**src/rtl/video_pattern_gen.sv**
```systemverilog
// video_pattern_gen: frame-based test-pattern source producing x, y, checker
// and frame-index patterns with per-line and per-frame blanking.
// Optional build macro: VIDEO_PATTERN_GEN_LFSR_EN turns pattern 3 into a
// 16-bit Fibonacci LFSR (x^16+x^14+x^13+x^11+1) seeded at each start of frame.
module video_pattern_gen #(
  parameter int unsigned IMAGE_WIDTH  = 640,
  parameter int unsigned IMAGE_HEIGHT = 512,
  parameter int unsigned DW           = 16,
  parameter int unsigned HBLANK       = 16,
  parameter int unsigned VBLANK       = 4
) (
  input  logic          i_Sys_clk,
  input  logic          i_Rst,
  input  logic          i_Start,
  input  logic          i_Stop,
  input  logic [7:0]    i_Frame_num,
  input  logic [1:0]    i_Pattern,
  output logic          o_Dout_valid,
  output logic [DW-1:0] o_Dout,
  output logic          o_Sof,
  output logic          o_Eol,
  output logic          o_Eof,
  output logic          o_Busy
);

  localparam int unsigned CMAX_A = (IMAGE_WIDTH > HBLANK) ? IMAGE_WIDTH : HBLANK;
  localparam int unsigned CMAX   = (CMAX_A > VBLANK) ? CMAX_A : VBLANK;
  localparam int unsigned CW     = $clog2(CMAX + 1);
  localparam int unsigned YW     = $clog2(IMAGE_HEIGHT + 1);

  typedef enum logic [1:0] {
    ST_IDLE   = 2'd0,
    ST_ACTIVE = 2'd1,
    ST_HBLANK = 2'd2,
    ST_VBLANK = 2'd3
  } state_t;

  state_t        state, state_n;
  logic [CW-1:0] cnt, cnt_n;
  logic [YW-1:0] line, line_n;
  logic [7:0]    frame, frame_n;
  logic [7:0]    frame_tgt, frame_tgt_n;
  logic [1:0]    pat, pat_n;
  logic          stop_pend, stop_pend_n;
  logic          act_n;
  logic          sof_d, eol_d, eof_d;
  logic          chk;
  logic [DW-1:0] pat3;
  logic [DW-1:0] pix_d;

  // State register
  always_ff @(posedge i_Sys_clk or posedge i_Rst) begin
    if (i_Rst) state <= ST_IDLE;
    else       state <= state_n;
  end

  // Next-state, counter updates and per-pixel flags for the upcoming cycle
  always_comb begin
    state_n     = state;
    cnt_n       = cnt;
    line_n      = line;
    frame_n     = frame;
    frame_tgt_n = frame_tgt;
    pat_n       = pat;
    stop_pend_n = stop_pend | i_Stop;

    case (state)
      ST_IDLE: begin
        stop_pend_n = 1'b0;
        if (i_Start) begin
          state_n     = ST_ACTIVE;
          cnt_n       = '0;
          line_n      = '0;
          frame_n     = '0;
          frame_tgt_n = i_Frame_num;
          pat_n       = i_Pattern;
          // A stop arriving with the start still yields exactly one frame
          stop_pend_n = i_Stop;
        end
      end
      ST_ACTIVE: begin
        if (cnt == CW'(IMAGE_WIDTH - 1)) begin
          state_n = ST_HBLANK;
          cnt_n   = '0;
        end else begin
          cnt_n = cnt + 1'b1;
        end
      end
      ST_HBLANK: begin
        if (cnt == CW'(HBLANK - 1)) begin
          cnt_n = '0;
          if (line == YW'(IMAGE_HEIGHT - 1)) begin
            state_n = ST_VBLANK;
          end else begin
            state_n = ST_ACTIVE;
            line_n  = line + 1'b1;
          end
        end else begin
          cnt_n = cnt + 1'b1;
        end
      end
      ST_VBLANK: begin
        if (cnt == CW'(VBLANK - 1)) begin
          cnt_n  = '0;
          line_n = '0;
          if (stop_pend_n || ((frame_tgt != 8'd0) && ((frame + 8'd1) == frame_tgt))) begin
            state_n     = ST_IDLE;
            stop_pend_n = 1'b0;
          end else begin
            state_n = ST_ACTIVE;
            frame_n = frame + 8'd1;
            pat_n   = i_Pattern;
          end
        end else begin
          cnt_n = cnt + 1'b1;
        end
      end
      default: state_n = ST_IDLE;
    endcase

    act_n = (state_n == ST_ACTIVE);
    sof_d = act_n && (cnt_n == '0) && (line_n == '0);
    eol_d = act_n && (cnt_n == CW'(IMAGE_WIDTH - 1));
    eof_d = eol_d && (line_n == YW'(IMAGE_HEIGHT - 1));
  end

`ifdef VIDEO_PATTERN_GEN_LFSR_EN
  logic [15:0] lfsr, lfsr_n;

  // LFSR value for the upcoming pixel: reseed at start of frame, step per pixel
  always_comb begin
    lfsr_n = lfsr;
    if (sof_d)      lfsr_n = 16'hACE1;
    else if (act_n) lfsr_n = {lfsr[0] ^ lfsr[2] ^ lfsr[3] ^ lfsr[5], lfsr[15:1]};
  end

  // LFSR register
  always_ff @(posedge i_Sys_clk or posedge i_Rst) begin
    if (i_Rst) lfsr <= '0;
    else       lfsr <= lfsr_n;
  end

  assign pat3 = DW'(lfsr_n);
`else
  assign pat3 = DW'(frame_n);
`endif

  // Pixel value for the upcoming cycle from the frame-latched pattern
  always_comb begin
    chk = 1'((32'(cnt_n) ^ 32'(line_n)) >> 3);
    case (pat_n)
      2'd0:    pix_d = DW'(cnt_n);
      2'd1:    pix_d = DW'(line_n);
      2'd2:    pix_d = chk ? {DW{1'b1}} : '0;
      default: pix_d = pat3;
    endcase
  end

  // Position, frame bookkeeping and pending stop
  always_ff @(posedge i_Sys_clk or posedge i_Rst) begin
    if (i_Rst) begin
      cnt       <= '0;
      line      <= '0;
      frame     <= '0;
      frame_tgt <= '0;
      pat       <= '0;
      stop_pend <= 1'b0;
    end else begin
      cnt       <= cnt_n;
      line      <= line_n;
      frame     <= frame_n;
      frame_tgt <= frame_tgt_n;
      pat       <= pat_n;
      stop_pend <= stop_pend_n;
    end
  end

  // Registered video outputs; data holds its last value outside active pixels
  always_ff @(posedge i_Sys_clk or posedge i_Rst) begin
    if (i_Rst) begin
      o_Dout_valid <= 1'b0;
      o_Dout       <= '0;
      o_Sof        <= 1'b0;
      o_Eol        <= 1'b0;
      o_Eof        <= 1'b0;
      o_Busy       <= 1'b0;
    end else begin
      o_Dout_valid <= act_n;
      o_Sof        <= sof_d;
      o_Eol        <= eol_d;
      o_Eof        <= eof_d;
      o_Busy       <= (state_n != ST_IDLE);
      if (act_n) o_Dout <= pix_d;
    end
  end

endmodule

```
**config.mk**
```make
export PLATFORM = sky130hd
export DESIGN_NAME = video_pattern_gen
export DESIGN_NICKNAME = d
export VERILOG_FILES = /design/src/rtl/video_pattern_gen.sv
export SDC_FILE = /design/constraint.sdc
export NUM_CORES = 1
export LEC_CHECK = 0
export CAP_MARGIN = 0
export CORE_ASPECT_RATIO = 0.75
export CORE_UTILIZATION = 40
export CTS_CLUSTER_DIAMETER = 150
export CTS_CLUSTER_SIZE = 40
export DETAILED_ROUTE_END_ITERATION = 6
export PLACE_DENSITY = 0.61
export SETUP_SLACK_MARGIN = 0.15
export SKIP_CTS_REPAIR_TIMING = 1
export SLEW_MARGIN = 5
export SYNTH_ARGS = -nofsm -noshare
export SYNTH_HDL_FRONTEND = slang
export SYNTH_SLANG_ARGS = --single-unit
```
**constraint.sdc**
```tcl
create_clock -name i_Sys_clk -period 6.7 [get_ports i_Sys_clk]
set_clock_uncertainty 0.2 [all_clocks]
set_input_delay 1.34 -clock i_Sys_clk [delete_from_list [all_inputs] [get_ports i_Sys_clk]]
set_output_delay 1.34 -clock i_Sys_clk [all_outputs]
set_load 0.05 [all_outputs]
```
# Word level (Yosys, flattened, before mapping)
# Cells that the tools add are included.
dict set report op_classes {
  n_reduce_logical 13
  bitwise 2
  n_addsub 3
  mux 31
  eq_ne 13
}
# operator n
set op_table {}
lappend op_table {{10-bit two-way mux} 8}
lappend op_table {{16-bit one-hot mux with 3 select lines} 1}
lappend op_table {{10-bit one-hot mux with 4 select lines} 1}
lappend op_table {{10-bit one-hot mux with 3 select lines} 1}
lappend op_table {{8-bit two-way mux} 3}
lappend op_table {{10-bit by 1-bit adder with 10-bit output (second input constant)} 2}
lappend op_table {{10-bit equality test (second input constant)} 2}
lappend op_table {{10-bit by 9-bit equality test with 1-bit output (second input constant)} 2}
lappend op_table {{10-bit zero test} 2}
lappend op_table {{16-bit two-way mux} 1}
lappend op_table {{2-bit two-way mux} 8}
lappend op_table {{8-bit one-hot mux with 2 select lines} 1}
lappend op_table {{10-bit by 2-bit equality test with 1-bit output (second input constant)} 1}
lappend op_table {{10-bit by 4-bit equality test with 1-bit output (second input constant)} 1}
lappend op_table {{8-bit by 1-bit adder with 8-bit output (second input constant)} 1}
lappend op_table {{8-bit equality test} 1}
lappend op_table {{2-bit one-hot mux with 4 select lines} 1}
lappend op_table {{8-bit nonzero test} 1}
lappend op_table {{2-bit by 1-bit equality test with 1-bit output (second input constant)} 3}
lappend op_table {{2-bit equality test (second input constant)} 3}
lappend op_table {{1-bit logical AND} 5}
lappend op_table {{2-bit zero test} 2}
lappend op_table {{1-bit two-way mux} 4}
lappend op_table {{2-bit one-hot mux with 2 select lines} 1}
lappend op_table {{other kinds (6)} 6}
dict set report totals {
  out_inout_bits 21
  word_cells 75
  input_bits 14
  reg_bits 62
}

# Depth between registers and ports, before layout
dict set report logic_depth {
  depth_word 10
  depth_mapped 14
  mapped_depth_nobuf 11
}

# Worst setup path after synthesis
# OpenSTA, ideal clock, no wires.
dict set report synth_timing {
  path_kind {input -> register}
  from {input i_Stop}
  to {register o_Dout[7]}
  slack_ns 3.094
  n_path_buf 1
  arrival_time_ns 3.283
  stages 9
  t_required_ns 6.377
  setup_ns 0.123
  path_cell_list {nor2_1 > nor4b_4 > inv_2 > a31o_2 > a221oi_2 > buf_2 > mux2_2 > a211o_1 > o221a_2}
}
dict set report synth_between {
  elab_chain_len 7
  word_cells_on_any_way 16
  classes_between {eq/ne (3); mux (10); bitwise (1); reduce/logical (2)}
}
# element line_no
set synth_lines {}
lappend synth_lines {{start, declared} 15} ;# input logic i_Stop,
lappend synth_lines {{1-bit bitwise OR *} 65} ;# stop_pend_n = stop_pend | i_Stop;
lappend synth_lines {{1-bit logical OR *} 106} ;# if (stop_pend_n || ((frame_tgt != 8'd0) && ((frame + 8'd1) == frame_tgt))) begin
lappend synth_lines {{2-bit two-way mux} 106}
lappend synth_lines {{2-bit two-way mux} 103} ;# if (cnt == CW'(VBLANK - 1)) begin
lappend synth_lines {{2-bit one-hot mux with 2 select lines} 67} ;# case (state)
lappend synth_lines {{2-bit equality test (tied with other cells)} 151} ;# case (pat_n)
lappend synth_lines {{16-bit one-hot mux with 3 select lines} 151}
lappend synth_lines {{end signal, assigned} 193} ;# if (act_n) o_Dout <= pix_d;
lappend synth_lines {{end, declared} 19} ;# output logic [DW-1:0] o_Dout,
# Every way passes the cells marked *; elsewhere a longest branch is shown, timed or not.
# A chain may end at the register's enable or synchronous reset.

# Worst setup path in the final report
dict set report layout_timing {
  from {input i_Start}
  to {register o_Eof}
}
dict set report layout_between {
  elab_chain_len 5
  word_cells_on_any_way 11
  classes_between {eq/ne (3); mux (6); reduce/logical (2)}
}
# element line_no
set layout_lines {}
lappend layout_lines {{start, declared} 14} ;# input logic i_Start,
lappend layout_lines {{10-bit two-way mux or 2-bit two-way mux (tied branches)} 70} ;# if (i_Start) begin
lappend layout_lines {{10-bit one-hot mux with 4 select lines or 2-bit one-hot mux with 4 select lines (tied branches)} 67}
lappend layout_lines {{10-bit equality test or 2-bit by 1-bit equality test with 1-bit output (tied branches)} {123, 121}}
lappend layout_lines {{1-bit logical AND *} 123} ;# eol_d = act_n && (cnt_n == CW'(IMAGE_WIDTH - 1));
lappend layout_lines {{via eol_d} 46} ;# logic sof_d, eol_d, eof_d;
lappend layout_lines {{1-bit logical AND *} 124} ;# eof_d = eol_d && (line_n == YW'(IMAGE_HEIGHT - 1));
lappend layout_lines {{via eof_d} 46}
lappend layout_lines {{end signal, assigned} 191} ;# o_Eof <= eof_d;
lappend layout_lines {{end, declared} 22} ;# output logic o_Eof,
# The timed path passes the listed nets; every way through them passes the cells marked *.

==> results.toml <==
[run_status]
outcome = "finished, final reports clean"

[power_and_ir_drop]
p_total_mw = 0.863
peakVddDrop_uv = 132
p_per_area_nw_per_um2 = 198
power_leakage_nw = 1.76

[route]
viasPerCell = 6.08
drt_pass1_iterations = 5
drt-initial-drc-count = 367
num_vias = 3267
drcViolationCount = 0
wl_per_cell_um = 18.1
drt_wl_total_um = 9740
postRouteAntennaNets = 0

[clocking]
clock_latency_ns = 0.33
htree_levels = 3
clk_pin_slew_worst_paths_ns = 0.05
cts.sinks = 57
clockRootBuffer = "clkbuf_16"
cts_max_path_buffers = 2
numCtsBuffers = 9
cts_tree = "yes"

[timing]
hold_viol_final = 0
fmax_mhz = 246
final.period_utilization_pct = 60.7
setup_violations = 0
rsz0062_at_grt = "no"
worst_pin_slew_ns = 0.847
finalSetupTns_ns = 0
period_needed_ns = 4.07
maxSlewHeadroom_pct = 43.5
final_max_slew_viol_count = 0
whs_ns = 0.326

[place]
dp_cells = 521
gp_congestion = 0.919
io_buffers = 34
dp_hpwl_um = 7040

[grt]
track_usage_pct = 21.5
grt_max_degree = 58
grt_antenna_before_repair = 0
grt-ovfl-total = 0
grt_pass1_wl_um = 15600
grt_pass1_vias = 2883

[min_path]
min_to = "o_Dout[9]$_DFFE_PP0P_"
worstHoldPathCells = 1
min_from = "o_Dout[9]$_DFFE_PP0P_"
hold_class = "reg2reg"

[worst_setup_path]
r2r_slack_ns = 2.87
worstSetupPathType = "in2reg"
cp_slowest_stage_delay_ns = 0.52
crit_chain = "clkdlybuf4s50_1 > nor2b_1 > nand2_1 > o211ai_1 > a21oi_1 > a21oi_1 > or2_1 > clkinv_2 > and4_1 > and2_1"
cp_num_buf_inv = 2
cp_max_fo = 16
worstSetupStartpointType = "primary input"
worstReg2RegEnd = "o_Dout[4]$_DFFE_PP0P_"
r2r-start = "frame[0]$_DFF_PP0_"
required_ns = 6.71
r2r_cells = 8
endpoint_kind = "flop"
slowest_stage = "nor2b_1"
cp_data_arrival_time_ns = 4.07
path_delay_family = "simple AND/OR/NAND/NOR gates"
crit_top_cell = "a21oi_1"
worst-path-stages = 10

[finish]
num-fill-cells = 795
layout-drive-gt1-share_pct = 13.8
final_net_count = 445
fin_cells = 537
syn2layout_area_growth_pct = 19.4
final_common_cell = "dfrtp_1"
final_cell_mix = "dfrtp_1 (57), nand2_1 (40), clkdlybuf4s50_1 (34)"
antennaDiodeCount = 0

[floorplan]
initial_utilization_pct = 42.1
rows = 29
ios = 35
dieHeight_um = 84.8
die_w_um = 112
coreArea_sq_um = 8670
die_area_sq_um = 9530

[logic_synthesis]
yosysSeqAreaShare_pct = 39.0
synth_area_sq_um = 3650
syn_inst = 397
synthArstFlopShare_pct = 100
synth_ff_type = "dfrtp_1"
synth_area_per_cell_sq_um = 9.21
syn_nets = 418
synth.distinct_cells = 72
ys_ff_latch = 57
ys.warnings.count = 0
synth_edf_count = 0

[flow_run]
drv_cap = 0
## cells by family (layout without fill, tap and decap cells)
family / count (synthesis) / in the layout / synth area share, %
buf+inv: 38 / 70 / 4.90
flops: 57 / 57 / 39.0
simple gates: 158 / 158 / 22.8
mux: 12 / 12 / 3.66
fa+ha+maj: 7 / 7 / 2.40
compound gates: 114 / 114 / 24.3
xor+xnor: 11 / 11 / 2.84
## worst max path at each step
stage / startpoint / end / slack, ns
floorplan: i_Stop / o_Dout[7]$_DFFE_PP0P_ / 3.09
global placement: i_Stop / o_Dout[1]$_DFFE_PP0P_ / 2.41
detailed placement: i_Start / o_Eof$_DFF_PP0_ / 2.33
CTS: i_Start / o_Eof$_DFF_PP0_ / 2.66
global route: i_Start / o_Eof$_DFF_PP0_ / 2.36
finish: i_Start / o_Eof$_DFF_PP0_ / 2.63
## state kept, by name (all words and copies together), names as in the netlist
| signal | cells |
|---|---|
| o_Eof | 1 |
| state | 2 |
| pat | 2 |
| o_Dout_valid | 1 |
| stop_pend | 1 |
| cnt | 10 |
| o_Busy | 1 |
| o_Sof | 1 |
| o_Dout | 11 |
| o_Eol | 1 |
| frame | 8 |
| frame_tgt | 8 |
| line | 10 |
## report_power, final
part / leakage [nW] / internal [mW] / switching [mW]
sequential: 0.683 / 0.345 / 0.00000000000000000688
combinational: 0.930 / 0.00715 / 0.00824
clock: 0.151 / 0.336 / 0.167
## layout make-up
type	count	area, sq um	share of cell area (%)
clock inverter	6	91.3	2.09
tap	108	135	3.10
sequential	57	1430	32.7
multi-input combinational	302	2050	46.9
clock buffer	10	239	5.47
inverter	18	68.8	1.58
timing repair buffer	36	355	8.14
## cells in the mapped netlist, types with 7 or more instances
library cell,number,area [sq um]
dfrtp_1,57,1430
nand2_1,40,150
o21ai_0,28,140
nand3_1,23,115
nor2_1,22,82.6
a21oi_1,17,85.1
inv_1,16,60.1
nor3_1,15,75.1
mux2_2,11,124
nor4_1,8,50.1
a31o_2,7,61.3
a31oi_1,7,43.8
buf_2,7,35.0
clkbuf_1,7,26.3
ha_1,7,87.6
## routing by layer
metal	vias up	global-route usage [%]	share of wire (%)	wire length, um
met5	-	0	0	0
met4	0	5.58	0.84	82
met3	8	6.57	8.0	782
met2	161	27.3	39	3840
met1	1558	34.2	52	5030
li1	1540	-	-	-
## metrics by stage
step	worst slack (ns)	utilization, %	area [sq um]
2_1_floorplan	3.09	-	3650
3_3_place_gp	2.41	46.5	4040
3_5_place_dp	2.33	46.5	4040
4_1_cts	2.66	50.3	4370
5_1_grt	2.36	50.3	4370
6_report	2.63	50.3	4370
Note: power is estimated with default switching activity, not from simulation.
